--- config.mk ---
export PLATFORM = sky130hd
export DESIGN_NAME = l2_cacheline_adaptor
export DESIGN_NICKNAME = d
export VERILOG_FILES = /design/src/rtl/l2_cacheline_adaptor.sv
export SDC_FILE = /design/constraint.sdc
export NUM_CORES = 1
export LEC_CHECK = 0
export ABC_AREA = 1
export ABC_CLOCK_PERIOD_IN_PS = 2500
export CORE_AREA = 4 4 275 277
export DETAILED_ROUTE_END_ITERATION = 6
export DIE_AREA = 0 0 279 281
export SLEW_MARGIN = 20
export SYNTH_ARGS = -nofsm -noshare
export SYNTH_HDL_FRONTEND = slang
export SYNTH_SLANG_ARGS = --single-unit
export TNS_END_PERCENT = 100
--- constraint.sdc ---
create_clock -name clk -period 2.5 [get_ports clk]
set_clock_uncertainty 0.05 [all_clocks]
set_input_delay 0.375 -clock clk [delete_from_list [all_inputs] [get_ports clk]]
set_output_delay 0.375 -clock clk [all_outputs]
set_load 0.02 [all_outputs]
--- src/rtl/l2_cacheline_adaptor.sv ---
// Bridges L2 line-sized fill/writeback requests onto a narrower burst memory
// port, serialising or assembling one line as a fixed number of beats.
module l2_cacheline_adaptor #(
  parameter int s_offset = 5,
  parameter int s_burst  = 64
) (
  input  logic                         clk,
  input  logic                         rst,
  input  logic [31:0]                  address_i,
  input  logic                         read_i,
  input  logic                         write_i,
  input  logic [(2**s_offset)*8-1:0]   line_i,
  output logic [(2**s_offset)*8-1:0]   line_o,
  output logic                         resp_o,
  output logic [31:0]                  address_o,
  output logic                         read_o,
  output logic                         write_o,
  output logic [s_burst-1:0]           burst_o,
  input  logic [s_burst-1:0]           burst_i,
  input  logic                         resp_i
);

  localparam int LINE_W = (2**s_offset) * 8;
  localparam int BEATS  = LINE_W / s_burst;
  localparam int CNT_W  = (BEATS > 1) ? $clog2(BEATS) : 1;
  localparam logic [CNT_W-1:0] LAST_BEAT  = CNT_W'(BEATS - 1);
  localparam logic [31:0]      ALIGN_MASK = 32'((2**s_offset) - 1);

  typedef enum logic [2:0] {
    IDLE,
    RD_BURST,
    RD_DONE,
    WR_BURST,
    WR_DONE
  } state_t;

  state_t            state;
  logic [CNT_W-1:0]  cnt;
  logic [31:0]       addr_q;
  logic [LINE_W-1:0] wr_line;
  logic [LINE_W-1:0] rd_line;

  // The counter is held at the last beat on exit, so it never wraps.
  always_ff @(posedge clk or negedge rst) begin
    if (!rst) begin
      state   <= IDLE;
      cnt     <= '0;
      addr_q  <= '0;
      wr_line <= '0;
      rd_line <= '0;
    end else begin
      case (state)
        IDLE: begin
          if (write_i) begin
            addr_q  <= address_i & ~ALIGN_MASK;
            wr_line <= line_i;
            cnt     <= '0;
            state   <= WR_BURST;
          end else if (read_i) begin
            addr_q <= address_i & ~ALIGN_MASK;
            cnt    <= '0;
            state  <= RD_BURST;
          end
        end
        RD_BURST: begin
          if (resp_i) begin
            rd_line[s_burst*int'(cnt) +: s_burst] <= burst_i;
            if (cnt == LAST_BEAT) state <= RD_DONE;
            else                  cnt   <= cnt + 1'b1;
          end
        end
        WR_BURST: begin
          if (resp_i) begin
            if (cnt == LAST_BEAT) state <= WR_DONE;
            else                  cnt   <= cnt + 1'b1;
          end
        end
        RD_DONE: state <= IDLE;
        WR_DONE: state <= IDLE;
        default: state <= IDLE;
      endcase
    end
  end

  // Outputs are pure decodes of registered state, so reset clears them at once.
  assign read_o    = (state == RD_BURST);
  assign write_o   = (state == WR_BURST);
  assign resp_o    = (state == RD_DONE) || (state == WR_DONE);
  assign address_o = (read_o || write_o) ? addr_q : '0;
  assign burst_o   = write_o ? wr_line[s_burst*int'(cnt) +: s_burst] : '0;
  assign line_o    = rd_line;

endmodule

## Yosys cells after proc, flatten, opt, wreduce, memory -nomap -nowiden

Cells that the tools add are included.

- $add $sub $neg: 2
- Equality and inequality tests: 12
- Shift operators: 3
- Muxes and demuxes: 17
- Reductions and logical operators: 11

Operators by type and width:

| kind | number |
|---|---|
| 256-bit bitwise mux | 1 |
| 64-bit by 33-bit variable shift with 256-bit output (first input constant) | 1 |
| 256-bit by 9-bit indexed part select with 64-bit output | 1 |
| 64-bit by 33-bit indexed part select with 256-bit output | 1 |
| 32-bit two-way mux | 3 |
| 64-bit two-way mux | 1 |
| 8-bit negator with 33-bit output | 1 |
| 3-bit two-way mux | 6 |
| 2-bit by 1-bit inequality test with 1-bit output (second input constant) | 5 |
| 3-bit one-hot mux with 3 select lines | 1 |
| 2-bit two-way mux | 4 |
| 3-bit by 2-bit equality test with 1-bit output (second input constant) | 2 |
| 2-bit AND reduction | 3 |
| 5-bit AND reduction | 1 |
| 2-bit one-hot mux with 2 select lines | 1 |
| 4-bit AND reduction | 1 |
| 2-bit nonzero test | 2 |
| 3-bit by 1-bit equality test with 1-bit output (second input constant) | 1 |
| 3-bit equality test (second input constant) | 1 |
| 3-bit zero test | 1 |
| 3-bit inequality test (second input constant) | 1 |
| 2-bit by 1-bit adder with 2-bit output (second input constant) | 1 |
| 2-bit equality test (second input constant) | 1 |
| 1-bit logical OR | 2 |
| 2 further kinds | 2 |

- Register bits: 549
- Output and inout bits: 355
- Word-level logic and storage cells: 50

## Longest topological paths before layout

- Word-level depth: 4
- Mapped depth: 13

## Worst setup path before layout

No wires, ideal clock.

- Path type: reg2reg
- Start: register cnt[0]
- End: register rd_line[225] (netlist: line_o[225])
- Setup time: 0.083 ns
- Arrival: 2.186 ns
- Required time: 2.367 ns
- Setup slack: 0.181 ns
- Cell stages (with the launch flop): 11
- Clock period less this slack: 2.319 ns
- Path through: dfrtp_1 -> buf_2 -> inv_1 -> buf_2 -> buf_2 -> ha_1 -> buf_4 -> nor2_2 -> clkbuf_1 -> nand2_1 -> o21ai_0

- Cells in the longest elaborated chain, start to end: 3

RTL lines:

| what | RTL line | text |
|---|---|---|
| from (decl) | 38 | `logic [CNT_W-1:0] cnt;` |
| from (signal assigned) | 69 | `else cnt <= cnt + 1'b1;` |
| from (signal assigned) | 75 | `else cnt <= cnt + 1'b1;` |
| 8-bit negator with 33-bit output * | 67 | `rd_line[s_burst*int'(cnt) +: s_burst] <= burst_i;` |
| 64-bit by 33-bit indexed part select with 256-bit output / 64-bit by 33-bit variable shift with 256-bit output (equally long branches) | 67 |  |
| 256-bit bitwise mux * | 67 |  |
| to (signal, indexed assignment) | 67 |  |
| to (decl) | 41 | `logic [LINE_W-1:0] rd_line;` |

Every way passes the cells marked *; elsewhere a longest branch is shown, timed or not.
A chain may end at the register's enable or synchronous reset.

## Final worst setup path

- Start: register cnt[0]
- End: output port burst_o[33]

- Cells in the longest elaborated chain, start to end: 2

RTL lines:

| what | RTL line | text |
|---|---|---|
| 256-bit by 9-bit indexed part select with 64-bit output | 90 | `assign burst_o = write_o ? wr_line[s_burst*int'(cnt) +: s_burst] : '0;` |
| 64-bit two-way mux | 90 |  |
| to (decl) | 18 | `output logic [s_burst-1:0] burst_o,` |

No other way between the ends.

==> results.sh <==
export IMPL_status="finished, violations left"
export IMPL_failed_checks="setup timing"
export IMPL_worstMarginPinSlew_ns=0.560
export IMPL_track_usage_pct=22.0
export IMPL_initial_core_util_pct=33.6
export IMPL_powerDensity_mw_per_mm2=1290
export IMPL_first_pass_iters=5
export IMPL_drtIter0Drc=1500
export IMPL_num_rows=99
export IMPL_worstPathCellList="buf_12 > buf_12 > o211ai_1 > a21oi_1 > buf_4"
export IMPL_synth_compound_area_share_pct=15.1
export IMPL_root_buffer="clkbuf_16"
export IMPL_syn_area_per_cell_um2=8.07
export IMPL_critPathBufInv=3
export IMPL_max_clock_path_buffers=3
export IMPL_switching_share_pct=41.5
export IMPL_fmax_mhz=381
export IMPL_synth_cells=3030
export IMPL_start_kind="flop"
export IMPL_p_clk_share_pct=19.3
export IMPL_cp_required_ns=2.08
export IMPL_cts_sinks=544
export IMPL_combPwrFrac_pct=49.7
export IMPL_place_hpwl_um=62700
export IMPL_timing_final_ws_setup_ns=-0.128
export IMPL_vias=22300
export IMPL_synth_adder_area_share_pct=0.307
export IMPL_h_tree_depth=2
export IMPL_die_area_mm2=0.0784
export IMPL_grt_max_degree=97
export IMPL_drc=0
export IMPL_cpMaxStageDelayCell="dfrtp_4"
export IMPL_p_leak_nw=16.3
export IMPL_path_max_fanout=9
export IMPL_synthTopCellsByArea="dfrtp_1 56%, nand2_1 16%, inv_1 5.3%"
export IMPL_setup_worst_path_class="flop to output port"
export IMPL_yosysTopAreaCellShare_pct=55.7
export IMPL_netlist_area_mm2=0.0244
export IMPL_crit_path_end_kind="output port"
export IMPL_port_buffers=701
export IMPL_p_seq_share_pct=31.0
export IMPL_ys_ff_latch=544
export IMPL_p_int_mw=27.1
export IMPL_fin_crit_sh_pct=105
export IMPL_slew_limit_headroom_pct=62.7
export IMPL_insertion_delay_ns=0.61
export IMPL_grt_pass1_wl_um=134000
export IMPL_synthSimpleGateAreaFrac_pct=19.5
export IMPL_rsz0062_at_grt="true"
export IMPL_synth_xor_area_share_pct=0
export IMPL_first_global_vias=21800
export IMPL_via_per_inst=4.71
export IMPL_core_mm2=0.0728
export IMPL_die_w_um=279
export IMPL_synth_cell_types=23
export IMPL_yosysTopAreaCell="dfrtp_1"
export IMPL_synth_mux_area_share_pct=0
export IMPL_antenna_found_initial=27
export IMPL_hold_viol_final=0
export IMPL_setup_viol=20
export IMPL_timing_final_crit_period_ns=2.63
export IMPL_holdWs_ns=0.253
export IMPL_final_nets=4086
export IMPL_worstPathArrival_ns=2.20
export IMPL_p_switching_mw=19.3
export IMPL_path_common_cell="buf_12"
export IMPL_die_y_um=281
export IMPL_routedWlPerCell_um=19.2
export IMPL_yosysSeqAreaShare_pct=55.7
export IMPL_hp_class="input port to flop"
export IMPL_cts_tree="built"
export IMPL_cts_buffers=61
export IMPL_drive_above_1_share_pct=10.1
export IMPL_finalWeightedCongestion=0.855
export IMPL_yosysWarnings=0
export IMPL_synth_top_family_by_area="simple AND/OR/NAND/NOR gates"
export IMPL_drtAntennaViolNets=0
export IMPL_wirelength_um=91000
export IMPL_slew_viol_final=0
export IMPL_cp_top_family="flip-flops"
export IMPL_grt_overflow=0
export IMPL_pin_count=712
export IMPL_cap_viol_max_count=0
export IMPL_fin_tns_setup_ns=-1.11
export IMPL_cts_clk_slew_worst_paths_ns=0.07
export IMPL_slowest_delay_ns=0.57
export IMPL_area_growth_pct=46.9
export IMPL_ir_worst_vdd_v=0.000677
## sequential cells by signal, summed over array words and instances (netlist names)
signal,count
line_o,256
wr_line,256
addr_q,27
state,3
cnt,2
## layout make-up
type                       instances  area, µm²
fill                            7052      36900
sequential                       544      13600
timing repair buffer             846       8960
multi-input combinational       1923       8790
clock buffer                      86       1730
inverter                         347       1320
tap                              959       1200
clock inverter                    24        238
antenna                           12       30.0
## stage by stage
| step | total power [mW] | std cells | area [µm²] | setup WS, ns | utilization (%) |
|---|---|---|---|---|---|
| detailed placement | 36.1 | 4585 | 33100 | 0.00650 | 45.4 |
| floorplan | 26.0 | 3034 | 24500 | 0.181 | - |
| CTS | 45.7 | 4713 | 35300 | -0.198 | 48.4 |
| global route | 49.5 | 4734 | 35900 | -0.188 | 49.3 |
| global placement | 35.9 | 4585 | 33100 | -0.0248 | 45.4 |
| finish | 46.4 | 4741 | 35900 | -0.128 | 49.3 |
## tightest hold or removal path, cell delays in order
cell,delay (ns)
clkdlybuf4s50_1,0.39
nand2_1,0.06
o21ai_1,0.05
## cells by family (layout without fill, tap and decap cells)
family | after synthesis | count (layout)
fa+ha+maj | 6 | 6
compound gates | 672 | 672
other cells | 1 | 17
simple gates | 1240 | 1240
buf+inv | 567 | 1303
flops | 544 | 544
## path summary, 6_finish.rpt
check                                  from      endpoint  slack, ns  depth (start not counted)
worst max-delay path                 cnt[0]   burst_o[33]      -0.13                          5
worst min-delay path            line_i[158]  wr_line[158]       0.25                          3
worst max register to register       cnt[1]   line_o[229]       0.18                          8
worst min register to register  line_o[180]   line_o[180]       0.43                          2
max in group asynchronous               rst    wr_line[4]       1.16                          3
min in group asynchronous               rst     line_o[1]       0.26                          2
## placed cells by master, fill, tap and decap left out, drive strengths merged
cell type,count
dfrtp,544
clkbuf,100
nand4,30
a21oi,65
inv,347
dlygate4sd3,1
ha,6
conb,5
and3,1
nor2,138
buf,196
bufinv,4
nand3b,1
clkdlybuf4s50,606
clkinv,19
dlygate4sd2,28
diode,12
clkinvlp,1
nor3,1
o21ai,479
nand2,1064
clkdlybuf4s15,1
nand3,5
o211ai,128
## synth_stat cells, drive strengths merged
cell,count
nand3b,1
ha,6
nand2,1064
nand4,30
a21oi,65
dfrtp,544
o211ai,128
nor2,138
clkbuf,87
and3,1
o21ai,479
nand3,5
inv,347
buf,133
conb,1
nor3,1
## layer usage
| layer | up-vias | GRT usage, % | routed length [µm] |
|---|---|---|---|
| li1 | 11000 | - | - |
| met1 | 10400 | 27.6 | 36200 |
| met2 | 755 | 36.5 | 43500 |
| met3 | 175 | 7.02 | 8250 |
| met4 | 32 | 6.77 | 2790 |
| met5 | - | 0 | 229 |
## power groups by stage
stage | sequential, mW | combinational [mW] | clock [mW]
after global placement | 14.4 | 21.4 | 0
after detailed placement | 14.5 | 21.6 | 0
final | 14.4 | 23.1 | 8.97
after floorplan | 15.9 | 10.1 | 0
after CTS | 14.4 | 22.2 | 9.19
after global routing | 14.8 | 25.2 | 9.53
## what timing repair did
item / 4_1_cts / 5_1_grt
hold buffers: 1 / 0
gates cloned: 7 / 14
hold endpoints to repair: 34 / 0
pin swaps: 42 / 52
setup endpoints to repair: 95 / 150
buffers inserted: 10 / 5
resized for setup: 379 / 100
No activity file was read; power rests on OpenSTA's default activity.
